### config.mk
export PLATFORM = sky130hd
export DESIGN_NAME = cfg_timer_irq
export DESIGN_NICKNAME = d
export VERILOG_FILES = /design/src/rtl/cfg_timer_pkg.sv /design/src/rtl/cfg_timer_irq_prescaler.sv /design/src/rtl/synchronizer.sv /design/src/rtl/cfg_timer_irq.sv
export SDC_FILE = /design/constraint.sdc
export NUM_CORES = 1
export LEC_CHECK = 0
export ABC_AREA = 1
export CAP_MARGIN = 20
export CORE_MARGIN = 3
export CORE_UTILIZATION = 48
export CTS_BUF_LIST = sky130_fd_sc_hd__clkbuf_8
export DETAILED_ROUTE_END_ITERATION = 12
export PLACE_DENSITY = 0.83
export SLEW_MARGIN = 20
export SYNTH_ARGS = -nofsm -noshare
export SYNTH_HDL_FRONTEND = slang
export SYNTH_SLANG_ARGS = --single-unit
### constraint.sdc
create_clock -name clk -period 2.2 [get_ports clk]
set_input_delay 0.22 -clock clk [delete_from_list [all_inputs] [get_ports clk]]
set_output_delay 0.22 -clock clk [all_outputs]
set_load 0.005 [all_outputs]
### src/rtl/cfg_timer_pkg.sv
// Package: cfg_timer_pkg
// Shared types and constants for the configurable interval timer:
//   - FSM state encoding
//   - CTRL register bit positions and config byte indices
//   - spare_sel encodings
//   - rising-edge helper used by the event detectors
`timescale 1ns/1ps
package cfg_timer_pkg;

    localparam int PRESC_WIDTH = 8;
    localparam int SPARE_WIDTH = 8;
    localparam int STATUS_WIDTH = 32;

    typedef enum logic [1:0] {
        ST_IDLE = 2'd0,
        ST_RUN  = 2'd1,
        ST_DONE = 2'd2
    } timer_state_e;

    // CTRL (cfg0) bit positions
    localparam int CTRL_EN       = 0;
    localparam int CTRL_AUTO     = 1;
    localparam int CTRL_IRQ_EN   = 2;
    localparam int CTRL_IRQ_CLR  = 3;
    localparam int CTRL_SW_START = 4;
    localparam int CTRL_SW_STOP  = 5;
    localparam int CTRL_SPSEL    = 6;   // two bits: [7:6]

    // Config byte indices
    localparam int CFG_CTRL   = 0;
    localparam int CFG_PRESC  = 1;
    localparam int CFG_CMP_LO = 2;
    localparam int CFG_CMP_HI = 3;

    // spare_sel encodings
    localparam logic [1:0] SPSEL_CNT_LO = 2'd0;
    localparam logic [1:0] SPSEL_CNT_HI = 2'd1;
    localparam logic [1:0] SPSEL_FLAGS  = 2'd2;
    localparam logic [1:0] SPSEL_PRESC  = 2'd3;

    // Rising edge of a level given its one-cycle-delayed copy.
    function automatic logic rise(input logic cur, input logic prev);
        return cur & ~prev;
    endfunction

endpackage

### src/rtl/cfg_timer_irq_prescaler.sv
// Module: timer_prescaler
// Divides the clock for the timer counter. While running, the counter walks
// 0..i_prescale and o_tick is high on the cycle it equals i_prescale, after
// which it wraps to 0. The counter is held at 0 whenever the timer will not
// be running in the next cycle (covers stop, disable and fresh entry to RUN).
// Ports:
//   clk, rst_n   clock, async active-low reset
//   i_ena        global enable; counter only advances when high
//   i_run        timer currently in RUN
//   i_clear      force the counter to 0 at the next edge
//   i_prescale   terminal count
//   o_tick       prescaled tick (combinational from the counter)
//   o_presc_cnt  current prescaler count
`timescale 1ns/1ps
module timer_prescaler
    import cfg_timer_pkg::*;
(
    input  logic                   clk,
    input  logic                   rst_n,
    input  logic                   i_ena,
    input  logic                   i_run,
    input  logic                   i_clear,
    input  logic [PRESC_WIDTH-1:0] i_prescale,
    output logic                   o_tick,
    output logic [PRESC_WIDTH-1:0] o_presc_cnt
);

    localparam logic [PRESC_WIDTH-1:0] LP_ONE = {{(PRESC_WIDTH-1){1'b0}}, 1'b1};

    logic [PRESC_WIDTH-1:0] r_cnt;
    logic [PRESC_WIDTH-1:0] w_cnt_next;
    logic                   w_tick;

    assign w_tick = i_run & (r_cnt == i_prescale);

    // Next count: clear, wrap on tick, otherwise increment (8-bit wrap lets a
    // lowered prescale value be reached again eventually).
    always_comb begin
        w_cnt_next = r_cnt;
        if (i_clear || !i_run || w_tick) begin
            w_cnt_next = {PRESC_WIDTH{1'b0}};
        end else begin
            w_cnt_next = r_cnt + LP_ONE;
        end
    end

    // Prescaler count register.
    always_ff @(posedge clk or negedge rst_n) begin
        if (!rst_n) begin
            r_cnt <= {PRESC_WIDTH{1'b0}};
        end else if (i_ena) begin
            r_cnt <= w_cnt_next;
        end
    end

    assign o_tick      = w_tick;
    assign o_presc_cnt = r_cnt;

endmodule

### src/rtl/synchronizer.sv
// Module: synchronizer
// Multi-stage flop synchronizer for asynchronous inputs. Stages only shift
// while i_en is high so a frozen design also freezes its input history.
// Ports:
//   clk, rst_n  clock, async active-low reset
//   i_en        shift enable
//   i_d         asynchronous input
//   o_q         synchronized output (last stage)
`timescale 1ns/1ps
module synchronizer #(
    parameter int WIDTH  = 1,
    parameter int STAGES = 2
) (
    input  logic             clk,
    input  logic             rst_n,
    input  logic             i_en,
    input  logic [WIDTH-1:0] i_d,
    output logic [WIDTH-1:0] o_q
);

    logic [WIDTH-1:0] r_sync [STAGES];

    // Shift chain: stage 0 samples the pin, later stages follow.
    always_ff @(posedge clk or negedge rst_n) begin
        if (!rst_n) begin
            for (int i = 0; i < STAGES; i++) begin
                r_sync[i] <= {WIDTH{1'b0}};
            end
        end else if (i_en) begin
            r_sync[0] <= i_d;
            for (int i = 1; i < STAGES; i++) begin
                r_sync[i] <= r_sync[i-1];
            end
        end
    end

    assign o_q = r_sync[STAGES-1];

endmodule

### src/rtl/cfg_timer_irq.sv
// Module: cfg_timer_irq
// Programmable interval timer driven by the SPI config register bank.
// Start/stop come from synchronized GPIO pins or from software CTRL bits.
// Ports:
//   clk          system clock
//   rst_n        asynchronous active-low reset
//   ena          global enable; every register advances only when high
//   gpio_start   asynchronous start pin
//   gpio_stop    asynchronous stop pin
//   config_regs  config bytes, byte n at [8n+7:8n]
//   irq          registered level interrupt
//   spare        registered debug byte selected by CTRL[7:6]
//   status_out   registered {count[15:0], 8'h00, 4'h0, overrun, pending, state}
`timescale 1ns/1ps
module cfg_timer_irq
    import cfg_timer_pkg::*;
#(
    parameter int NUM_CFG     = 8,
    parameter int REG_WIDTH   = 8,
    parameter int CNT_WIDTH   = 16,
    parameter int SYNC_STAGES = 2
) (
    input  logic                         clk,
    input  logic                         rst_n,
    input  logic                         ena,
    input  logic                         gpio_start,
    input  logic                         gpio_stop,
    input  logic [NUM_CFG*REG_WIDTH-1:0] config_regs,
    output logic                         irq,
    output logic [SPARE_WIDTH-1:0]       spare,
    output logic [STATUS_WIDTH-1:0]      status_out
);

    localparam logic [CNT_WIDTH-1:0] LP_CNT_ONE = {{(CNT_WIDTH-1){1'b0}}, 1'b1};

    // Config decode
    logic [REG_WIDTH-1:0]   w_ctrl;
    logic [PRESC_WIDTH-1:0] w_presc;
    logic [CNT_WIDTH-1:0]   w_cmp;
    logic                   w_unused_cfg;

    assign w_ctrl  = config_regs[CFG_CTRL*REG_WIDTH +: REG_WIDTH];
    assign w_presc = config_regs[CFG_PRESC*REG_WIDTH +: PRESC_WIDTH];
    assign w_cmp   = {config_regs[CFG_CMP_HI*REG_WIDTH +: REG_WIDTH],
                      config_regs[CFG_CMP_LO*REG_WIDTH +: REG_WIDTH]};
    // Bytes 4 and up carry nothing for this block.
    assign w_unused_cfg = ^config_regs[NUM_CFG*REG_WIDTH-1:4*REG_WIDTH];

    // Synchronized pins
    logic w_gs_sync;
    logic w_gp_sync;

    synchronizer #(.WIDTH(1), .STAGES(SYNC_STAGES)) u_sync_start (
        .clk   (clk),
        .rst_n (rst_n),
        .i_en  (ena),
        .i_d   (gpio_start),
        .o_q   (w_gs_sync)
    );

    synchronizer #(.WIDTH(1), .STAGES(SYNC_STAGES)) u_sync_stop (
        .clk   (clk),
        .rst_n (rst_n),
        .i_en  (ena),
        .i_d   (gpio_stop),
        .o_q   (w_gp_sync)
    );

    // Edge-detect history
    logic r_gs_q, r_gp_q, r_sws_q, r_swp_q, r_clr_q;
    logic w_start, w_stop, w_clr;

    // One-cycle delayed copies of every event source.
    always_ff @(posedge clk or negedge rst_n) begin
        if (!rst_n) begin
            r_gs_q  <= 1'b0;
            r_gp_q  <= 1'b0;
            r_sws_q <= 1'b0;
            r_swp_q <= 1'b0;
            r_clr_q <= 1'b0;
        end else if (ena) begin
            r_gs_q  <= w_gs_sync;
            r_gp_q  <= w_gp_sync;
            r_sws_q <= w_ctrl[CTRL_SW_START];
            r_swp_q <= w_ctrl[CTRL_SW_STOP];
            r_clr_q <= w_ctrl[CTRL_IRQ_CLR];
        end
    end

    assign w_start = rise(w_gs_sync, r_gs_q) | rise(w_ctrl[CTRL_SW_START], r_sws_q);
    assign w_stop  = rise(w_gp_sync, r_gp_q) | rise(w_ctrl[CTRL_SW_STOP], r_swp_q);
    assign w_clr   = rise(w_ctrl[CTRL_IRQ_CLR], r_clr_q);

    // Core state
    timer_state_e           r_state, w_state_next;
    logic [CNT_WIDTH-1:0]   r_count, w_count_next;
    logic                   r_pend, w_pend_next;
    logic                   r_ovr, w_ovr_next;
    logic                   w_match;
    logic                   w_tick;
    logic [PRESC_WIDTH-1:0] w_presc_cnt;

    // Prescaler is held at 0 unless the timer stays in RUN through this edge.
    timer_prescaler u_presc (
        .clk         (clk),
        .rst_n       (rst_n),
        .i_ena       (ena),
        .i_run       (r_state == ST_RUN),
        .i_clear     (w_state_next != ST_RUN),
        .i_prescale  (w_presc),
        .o_tick      (w_tick),
        .o_presc_cnt (w_presc_cnt)
    );

    // State register together with the counter and interrupt flags.
    always_ff @(posedge clk or negedge rst_n) begin
        if (!rst_n) begin
            r_state <= ST_IDLE;
            r_count <= {CNT_WIDTH{1'b0}};
            r_pend  <= 1'b0;
            r_ovr   <= 1'b0;
        end else if (ena) begin
            r_state <= w_state_next;
            r_count <= w_count_next;
            r_pend  <= w_pend_next;
            r_ovr   <= w_ovr_next;
        end
    end

    // Next state and count. Disable overrides everything; stop beats start.
    always_comb begin
        w_state_next = r_state;
        w_count_next = r_count;
        w_match      = 1'b0;
        if (!w_ctrl[CTRL_EN]) begin
            w_state_next = ST_IDLE;
            w_count_next = {CNT_WIDTH{1'b0}};
        end else begin
            case (r_state)
                ST_IDLE: begin
                    if (w_start && !w_stop) begin
                        w_state_next = ST_RUN;
                        w_count_next = {CNT_WIDTH{1'b0}};
                    end else begin
                        w_state_next = ST_IDLE;
                    end
                end
                ST_RUN: begin
                    if (w_stop) begin
                        w_state_next = ST_IDLE;
                    end else if (w_tick) begin
                        if (r_count == w_cmp) begin
                            w_match = 1'b1;
                            if (w_ctrl[CTRL_AUTO]) begin
                                w_count_next = {CNT_WIDTH{1'b0}};
                            end else begin
                                w_state_next = ST_DONE;
                            end
                        end else begin
                            w_count_next = r_count + LP_CNT_ONE;
                        end
                    end else begin
                        w_state_next = ST_RUN;
                    end
                end
                ST_DONE: begin
                    if (w_stop) begin
                        w_state_next = ST_IDLE;
                    end else if (w_start) begin
                        w_state_next = ST_RUN;
                        w_count_next = {CNT_WIDTH{1'b0}};
                    end else begin
                        w_state_next = ST_DONE;
                    end
                end
                default: begin
                    w_state_next = ST_IDLE;
                    w_count_next = {CNT_WIDTH{1'b0}};
                end
            endcase
        end
    end

    // Output-side next values: interrupt flags, irq, spare and status.
    logic                    w_irq_next;
    logic [SPARE_WIDTH-1:0]  w_spare_next;
    logic [STATUS_WIDTH-1:0] w_status_next;

    always_comb begin
        w_pend_next  = r_pend;
        w_ovr_next   = r_ovr;
        w_spare_next = {SPARE_WIDTH{1'b0}};
        if (!w_ctrl[CTRL_EN]) begin
            w_pend_next = 1'b0;
            w_ovr_next  = 1'b0;
        end else if (w_match) begin
            // Set wins over clear for pending; a coincident clear still
            // clears overrun and suppresses setting it.
            w_pend_next = 1'b1;
            w_ovr_next  = w_clr ? 1'b0 : (r_ovr | r_pend);
        end else if (w_clr) begin
            w_pend_next = 1'b0;
            w_ovr_next  = 1'b0;
        end else begin
            w_pend_next = r_pend;
            w_ovr_next  = r_ovr;
        end

        case (w_ctrl[CTRL_SPSEL +: 2])
            SPSEL_CNT_LO: w_spare_next = r_count[7:0];
            SPSEL_CNT_HI: w_spare_next = r_count[15:8];
            SPSEL_FLAGS:  w_spare_next = {4'h0, r_ovr, r_pend, r_state};
            SPSEL_PRESC:  w_spare_next = w_presc_cnt;
            default:      w_spare_next = {SPARE_WIDTH{1'b0}};
        endcase
    end

    assign w_irq_next    = w_pend_next & w_ctrl[CTRL_IRQ_EN];
    // Status mirrors the state registers as they will be after this edge.
    assign w_status_next = {w_count_next[15:0], 8'h00, 4'h0,
                            w_ovr_next, w_pend_next, w_state_next};

    // Registered outputs.
    always_ff @(posedge clk or negedge rst_n) begin
        if (!rst_n) begin
            irq        <= 1'b0;
            spare      <= {SPARE_WIDTH{1'b0}};
            status_out <= {STATUS_WIDTH{1'b0}};
        end else if (ena) begin
            irq        <= w_irq_next;
            spare      <= w_spare_next;
            status_out <= w_status_next;
        end
    end

endmodule

==> results of run 1 <==
[metrics by stage]
step	hold WS (ns)	setup slack, ns
2_1_floorplan	-0.0756	0.542
3_3_place_gp	0.199	0.0725
3_5_place_dp	0.214	0.0505
4_1_cts	0.414	0.172
5_1_grt	0.445	-0.0115
6_report	0.402	0.185
[cell families (layout without fill, tap and decap cells)]
logic type | count (synthesis) | count (layout) | synth area share [%]
flops | 46 | 46 | 33.4
xor+xnor | 10 | 10 | 2.54
other cells | 1 | 12 | 0.109
fa+ha+maj | 2 | 2 | 0.726
simple gates | 317 | 317 | 38.9
compound gates | 69 | 69 | 11.0
buf+inv | 102 | 157 | 13.3
[path summary, 6_finish.rpt]
check                                       startpoint  slack [ns]                endpoint
worst max-delay path                        r_count[2]        0.18              r_count[5]
min in group clk                        config_regs[2]        0.44                     irq
max in group asynchronous                        rst_n        1.18              r_count[0]
worst min register to register  u_sync_start.r_sync[1]        0.48  u_sync_start.r_sync[1]
worst min-delay path                             rst_n        0.40              r_count[6]
worst max register to register              r_count[2]        0.18              r_count[5]
[area by class of cell]
| class | count | share of cell area [%] |
|---|---|---|
| inverters | 72 | 6.34 |
| clock buffers | 5 | 1.61 |
| clock inverters | 3 | 0.587 |
| flip-flops and latches | 46 | 27.0 |
| well taps | 96 | 2.82 |
| repair buffers | 77 | 17.3 |
| multi-input cells | 410 | 44.3 |
[worst register-to-register path, cell delays in order, from the launching register on]
cell	delay, ns
dfrtp_1	0.55
inv_2	0.10
nand2_1	0.07
nand2_1	0.05
nor2_1	0.10
nand2_1	0.09
nor2_4	0.20
nand3_2	0.17
nand2_2	0.19
inv_2	0.11
nand2_1	0.08
nand3_1	0.07
nand2_1	0.08
nand2_1	0.05
nand2_1	0.06
[Yosys cell counts, drive strengths merged]
cell type,n,share of area [%]
nand2,222,25
inv,70,7.6
dfrtp,46,33
nand3,39,6.1
nor2,38,4.6
o21ai,37,5.4
buf,22,4.6
a21oi,18,2.7
clkbuf,8,0.87
nor3,8,1.3
xor2,8,2.0
nand4,7,1.5
o22ai,7,1.3
a221oi,3,0.76
clkinv,2,0.22
ha,2,0.73
nand3b,2,0.44
xnor2,2,0.51
a21boi,1,0.22
a31oi,1,0.18
conb,1,0.11
nor3b,1,0.36
o211ai,1,0.22
o221ai,1,0.25
[layer usage]
layer | vias to the layer above | part of all wire (%)
li1 | 1820 | -
met1 | 1695 | 42
met2 | 175 | 48
met3 | 20 | 8.1
met4 | 0 | 2.0
met5 | - | 0
[what timing repair did]
item,4_1_cts,5_1_grt
hold endpoints to repair,16,0
setup endpoints to repair,0,7
hold buffers,1,0
setup buffers,0,1
resized for setup,0,3
[state kept, by name (all words and copies together), names as in the netlist, 3 cells and up]
signal               count
status_out               3
u_presc.o_presc_cnt      8
r_count                 16
spare                    8
[power by group]
group | leakage [µW] | switching [µW] | internal, µW
clock | 0.0000447 | 327 | 230
sequential | 0.000627 | 19.6 | 874
combinational | 0.00143 | 219 | 143
total | 0.00210 | 565 | 1250
==> impl_metrics.ini, run 1 <==
[status]
outcome = finished, final reports clean

[detailed_routing]
drc = 0
drt_iter0_markers = 283
viasPerCell = 5.23
drt-total-wl_um = 9550
wl_per_cell_um = 13.5
drt_pass1_iterations = 5
vias = 3710
detail-route-antenna-nets = 0

[clocking]
clockBufferDepth = 2
cts_max_level = 2
clk_pin_slew_ns = 0.09
clock_latency_ns = 0.31
cts_buffers = 5
cts-root-buf = clkbuf_8
cts_sinks = 46
cts_tree = yes

[layout]
final_common_cell = nand2_1
final_cell_mix = nand2_1, clkdlybuf4s50_1, inv_1
fin_nets = 683
fill_cells = 643
finish.utilization_pct = 62.0
drive_gt1_share_pct = 7.67
layoutNonFillerInstCount = 709
seqCellArea_mm2 = 0.00115
syn_to_final_growth_pct = 23.7
final_area_mm2 = 0.00426
n_antenna_cell = 0
multi_input_area_mm2 = 0.00189

[floorplan]
dieHeight_um = 90.7
die_w_um = 90.7
dieArea_mm2 = 0.00823
rows = 30
core_region_area_mm2 = 0.00687
ios = 110
initial_core_util_pct = 50.2

[critical_path]
cp_max_fo = 7
cp_common_cell = nand2_1
crit_family = simple AND/OR/NAND/NOR gates
worst_setup_path_end_kind = register
cp-start-kind = register
crit_type = register to register
crit_buf_inv = 2
required_ns = 2.45
rr_worst_depth = 14
cp.depth = 14
cp_slowest_cell = dfrtp_1
crit_chain = inv_2, nand2_1, nand2_1, nor2_1, nand2_1, nor2_4, nand3_2, nand2_2, inv_2, nand2_1, nand3_1, nand2_1, nand2_1, nand2_1
arrival_ns = 2.27
timing.critical_path.slowest_cell_delay_ns = 0.55

[timing]
relSlewSlack_pct = 65.9
worst_pin_slew_ns = 0.512
finalCritPeriodShare_pct = 91.6
setup_viol = 0
finClkSkew_ns = 0.00612
fmax_mhz = 496
hold_violations = 0
setup_tns_ns = 0
post-route-min-period_ns = 2.02
final_max_slew_viol_count = 0

[logic_synthesis]
yosysSeqAreaShare_pct = 33.4
yosysUniqueCellTypes = 36
syn_area_mm2 = 0.00345
syn_area_per_cell_um2 = 6.30
synthCells = 547
ys_warn_count = 0
ys_ff_latch = 46

[grt]
grt_max_degree = 42
met2_usage_pct = 39.1
grt-busiest-layer = met2
grt_util_all_layers_pct = 23.3
first_global_vias = 3375
antenna_found_initial = 0
grt_pass1_wl_um = 15800
grt-ovfl-total = 0
met3_usage_pct = 4.67
grt_util_met1_pct = 30.0

[min_path]
hold_path.class = input port to asynchronous set/reset pin

[placed_design]
place_hpwl_um = 7330
port_buffers = 65
dpl_cell_area_mm2 = 0.00414
finalWeightedCongestion = 0.900
dp.cells = 699

[power]
power_uw = 1810
pwr_density_cell_mw_per_mm2 = 425
ir_drop_v = 0.000276
p_leak_uw = 0.00210

[flow_run]
drv_cap = 0
Note: power is estimated with default switching activity, not from simulation.
==> inputs of run 2 (changes only) <==
--- a/config.mk
+++ b/config.mk
@@ -5,10 +5,10 @@
 export SDC_FILE = /design/constraint.sdc
 export NUM_CORES = 1
 export LEC_CHECK = 0
-export ABC_AREA = 1
+export ABC_AREA = 0
 export CAP_MARGIN = 20
 export CORE_MARGIN = 3
-export CORE_UTILIZATION = 48
+export CORE_UTILIZATION = 47
 export CTS_BUF_LIST = sky130_fd_sc_hd__clkbuf_8
 export DETAILED_ROUTE_END_ITERATION = 12
 export PLACE_DENSITY = 0.83
==> impl_metrics.ini, run 2 <==
[status]
outcome = finished, final reports clean

[clocking]
cts-root-buf = clkbuf_8
clock_latency_ns = 0.30
cts_max_level = 2
clk_pin_slew_ns = 0.09
cts_tree = yes
clockBufferDepth = 2
ctsHoldBuffers = 0
cts_buffers = 5
cts_sinks = 46

[critical_path]
crit_type = register to register
critPathLaunch = status_out[1]
worstReg2RegStart = status_out[1]
cp-start-kind = register
crit_family = simple AND/OR/NAND/NOR gates
timing.critical_path.slowest_cell_delay_ns = 0.39
arrival_ns = 2.38
cp_slowest_cell = dfrtp_1
required_ns = 2.43
worst_setup_path_end_kind = register
crit_buf_inv = 0
cp_max_fo = 6
crit_chain = nand2b_2, nor4_2, and4_1, nand2_1, o31ai_1, a32o_1

[floorplan]
die_w_um = 87.6
dieArea_mm2 = 0.00768
initial_core_util_pct = 49.0
dieHeight_um = 87.6
rows = 29
ios = 110
core_region_area_mm2 = 0.00639

[layout]
final_area_mm2 = 0.00427
fin_nets = 507
final_cell_mix = clkdlybuf4s50_1, buf_4, dfrtp_1
largest_reg_flops = 16
drive_gt1_share_pct = 22.2
n_antenna_cell = 0
top_register = r_count
syn_to_final_growth_pct = 36.3
final_common_cell = clkdlybuf4s50_1
fill_cells = 519

[grt]
grt_util_all_layers_pct = 25.7
antenna_found_initial = 0
met3_usage_pct = 4.42
grt-ovfl-total = 0
first_global_vias = 3052
grt_util_met1_pct = 35.6
met2_usage_pct = 41.0
grt-busiest-layer = met2
grt_pass1_wl_um = 15300
grt_max_degree = 47

[logic_synthesis]
ys_ff_latch = 46
syn_area_per_cell_um2 = 9.35
synth_most_common_cell = dfrtp_1
yosys-top-cells-count = dfrtp_1, nand2_1, xor2_1
synth_area_leaders = dfrtp_1, xor2_1, mux2_2
synth_edf_count = 0
syn_area_mm2 = 0.00313
async_flop_share_pct = 100
yosysSeqAreaShare_pct = 36.8
synth_top_area_share_pct = 36.8
ys_warn_count = 0
synthFlopType = dfrtp_1
yosysTopAreaCell = dfrtp_1
yosysUniqueCellTypes = 60
synthCells = 335

[min_path]
hold_path.class = input port to asynchronous set/reset pin

[flow_run]
drv_cap = 0

[power]
p_leak_uw = 0.00186
pwr_density_cell_mw_per_mm2 = 637
ir_drop_v = 0.000483
power_uw = 2720

[detailed_routing]
vias = 3067
drt_iter0_markers = 245
wl_per_cell_um = 18.5
detail-route-antenna-nets = 0
drt_pass1_iterations = 5
drc = 0
drt-total-wl_um = 9520
viasPerCell = 5.97

[timing]
finalCritPeriodShare_pct = 97.9
setup_viol = 0
setup_slack_ns = 0.0452
finClkSkew_ns = 0.00828
post-route-min-period_ns = 2.15
relSlewSlack_pct = 59.6
hold_slack_ns = 0.00140
hold_violations = 0
fmax_mhz = 464
worst_pin_slew_ns = 0.605
final_max_slew_viol_count = 0

[placed_design]
dpl_cell_area_mm2 = 0.00410
port_buffers = 65
place_hpwl_um = 7300
finalWeightedCongestion = 0.976
pre_cts_ws_ns = -0.218
run 2: metal layers:
layer  routed length, µm  vias to the layer above
li1                    -                     1409
met1                3930                     1449
met2                4520                      183
met3                 838                       26
met4                 228                        0
met5                   0                        -
run 2: report_power, final:
group	internal, µW	leakage (µW)	switching, µW
registers	930	0.000596	68.8
clock network	485	0.0000714	302
logic	464	0.00119	469
total	1880	0.00186	840
run 2: cell families (layout without fill, tap and decap cells):
group	Yosys count	count (layout)	synth area share [%]
and+or+nand+nor	128	128	22.7
AOI/OAI and AO/OA	71	71	15.5
DFF	46	46	36.8
buffers and inverters	38	129	7.19
xor gates and xnor gates	26	26	7.27
muxes	23	23	9.71
adders and majority gates	2	2	0.799
other	1	12	0.120
run 2: worst reg2reg max path, delay by kind of cell, from the launching register on:
| kind | cells | cell delay [ns] |
|---|---|---|
| AND/OR/NAND/NOR | 4 | 1.11 |
| AO/OA/AOI/OAI | 2 | 0.58 |
| flip-flops | 1 | 0.39 |
run 2: metrics by stage:
stage	TNS (ns)	instances	utilization [%]
after floorplan	0	346	-
after global placement	-1.15	506	64.2
after detailed placement	-2.09	506	64.2
after CTS	0	514	66.4
after global routing	-0.0170	514	66.8
final	0	514	66.8
run 2: worst paths after layout:
| kind | slack [ns] | depth (start not counted) | to |
|---|---|---|---|
| worst min register to register | 0.51 | 1 | r_clr_q |
| worst min-delay path | 0.001 | 2 | u_sync_start.o_q |
| worst max register to register | 0.05 | 6 | r_count[7] |
| max in group asynchronous | 1.78 | 2 | u_presc.o_presc_cnt[3] |
| worst max-delay path | 0.05 | 6 | r_count[7] |
| min in group clk | 0.50 | 3 | irq |
run 2: final cells by class:
cell class	instances	area, µm²	area share [%]
Clock buffer	6	82.6	1.93
Multi-Input combinational cell	262	1820	42.7
Sequential cell	46	1150	27.0
Inverter	6	22.5	0.528
Clock inverter	2	60.1	1.41
Timing Repair Buffer	115	1030	24.2
Tap cell	77	96.3	2.26
run 2: timing repair:
action                     4_1_cts  5_1_grt
gates resized for setup          0        6
setup buffers                    0        0
setup endpoints to repair        0        8
hold endpoints to repair         0        0
==> inputs of run 3 (changes only) <==
--- a/config.mk
+++ b/config.mk
@@ -7,7 +7,7 @@
 export LEC_CHECK = 0
 export ABC_AREA = 0
 export CAP_MARGIN = 20
-export CORE_MARGIN = 3
+export CORE_MARGIN = 2
 export CORE_UTILIZATION = 47
 export CTS_BUF_LIST = sky130_fd_sc_hd__clkbuf_8
 export DETAILED_ROUTE_END_ITERATION = 12
==> impl_metrics.ini, run 3 (synthesized netlist as in run 2, its figures left out) <==
[detailed_routing]
drc = 0
wl_per_cell_um = 17.8
vias = 3079
viasPerCell = 5.88
drt-total-wl_um = 9320
drt_iter0_markers = 399
detail-route-antenna-nets = 0
drt_pass1_iterations = 5

[timing]
hold_violations = 0
setup_viol = 0
post-route-min-period_ns = 2.12
rsz0062_at_grt = true
finClkSkew_ns = 0.00464
relSlewSlack_pct = 53.9
fmax_mhz = 472
worst_pin_slew_ns = 0.674
final_max_slew_viol_count = 0
finalCritPeriodShare_pct = 96.2

[grt]
antenna_found_initial = 0
grt_max_degree = 21
first_global_vias = 3056
grt_util_all_layers_pct = 26.1
grt-ovfl-total = 0
grt_pass1_wl_um = 15200

[min_path]
hold_path.class = input port to asynchronous set/reset pin

[placed_design]
port_buffers = 65
place_hpwl_um = 7270
dpl_cell_area_mm2 = 0.00416
finalWeightedCongestion = 1.01

[layout]
drive_gt1_share_pct = 24.4
final_common_cell = clkdlybuf4s50_1
final_area_mm2 = 0.00430
top_register = r_count
n_antenna_cell = 0
finish.utilization_pct = 67.4
fin_nets = 517
final_cell_mix = clkdlybuf4s50_1, buf_4, dfrtp_1
largest_reg_flops = 16
syn_to_final_growth_pct = 37.4

[power]
pwr_density_cell_mw_per_mm2 = 572
p_leak_uw = 0.00187
ir_drop_v = 0.000389

[clocking]
cts_max_level = 2
clk_pin_slew_ns = 0.09
clock_latency_ns = 0.30
cts_buffers = 5
cts-root-buf = clkbuf_8
clockBufferDepth = 2
cts_tree = yes
cts_setup_buffers = 0
cts_sinks = 46

[critical_path]
crit_family = simple AND/OR/NAND/NOR gates
crit_type = register to register
required_ns = 2.39
worst_setup_path_end_kind = register
crit_chain = xor2_1, nor4_2, nand4_2, buf_4, buf_4, nor2_2, or4_4, a32o_1
cp-start-kind = register
cp_slowest_cell = or4_4
cp_max_fo = 9
arrival_ns = 2.31
cp_common_cell = buf_4
crit_buf_inv = 2
timing.critical_path.slowest_cell_delay_ns = 0.57

[flow_run]
drv_cap = 0

[floorplan]
ios = 110
core_region_area_mm2 = 0.00639
initial_core_util_pct = 49.0
dieArea_mm2 = 0.00733
rows = 29
dieHeight_um = 85.6
die_w_um = 85.6

[status]
outcome = finished, final reports clean
-- run 3: layer usage --
metal / vias to the layer above / global-route usage [%] / routed length, µm
met5: - / 0 / 0
met4: 0 / 6.35 / 144
met3: 19 / 5.20 / 931
met2: 178 / 41.8 / 4310
met1: 1469 / 36.6 / 3930
li1: 1413 / - / -
-- run 3: through the flow --
step | total power (µW) | setup slack, ns | hold WS, ns | TNS, ns | cells
finish | 2460 | 0.0834 | 0.403 | 0 | 524
global route | 2590 | -0.0264 | 0.447 | -0.0264 | 524
CTS | 2450 | 0.0354 | 0.415 | 0 | 524
detailed placement | 1920 | -0.244 | 0.207 | -1.87 | 515
global placement | 1900 | -0.192 | 0.196 | -1.53 | 515
floorplan | 1490 | 0.268 | -0.0756 | 0 | 346
-- run 3: timing repair --
item,in CTS,in global routing
hold buffers,1,0
setup endpoints to repair,0,14
endpoints found under the hold margin,18,0
gates resized for setup,0,8
-- run 3: worst register-to-register path: cells and delay by family (launching register included) --
family | cells | cell delay (ns)
flops | 1 | 0.43
xor+xnor | 1 | 0.20
compound gates | 1 | 0.29
buf+inv | 2 | 0.31
simple gates | 4 | 0.77
-- run 3: where the power goes --
group / internal (µW) / switching (µW) / leakage (µW)
sequential: 930 / 71.7 / 0.000596
combinational: 467 / 465 / 0.00123
clock: 224 / 304 / 0.0000441
total: 1620 / 841 / 0.00187
-- run 3: cell type report --
type                            instances  area (µm²)
Fill cell                             517        2080
Sequential cell                        46        1150
Clock inverter                          3        21.3
Clock buffer                            5        68.8
Multi-Input combinational cell        262        1840
Timing Repair Buffer                  125        1100
Inverter                                6        22.5
Tap cell                               77        96.3
-- run 3: worst paths after layout --
kind	start	end	slack (ns)	cells after the start
max in group asynchronous	rst_n	r_sws_q	1.23	3
max reg2reg	r_count[9]	r_count[3]	0.08	8
max	r_count[9]	r_count[3]	0.08	8
min reg2reg	r_sws_q	r_sws_q	0.51	1
min in group clk	r_sws_q	r_sws_q	0.51	1
min	rst_n	r_count[6]	0.40	2
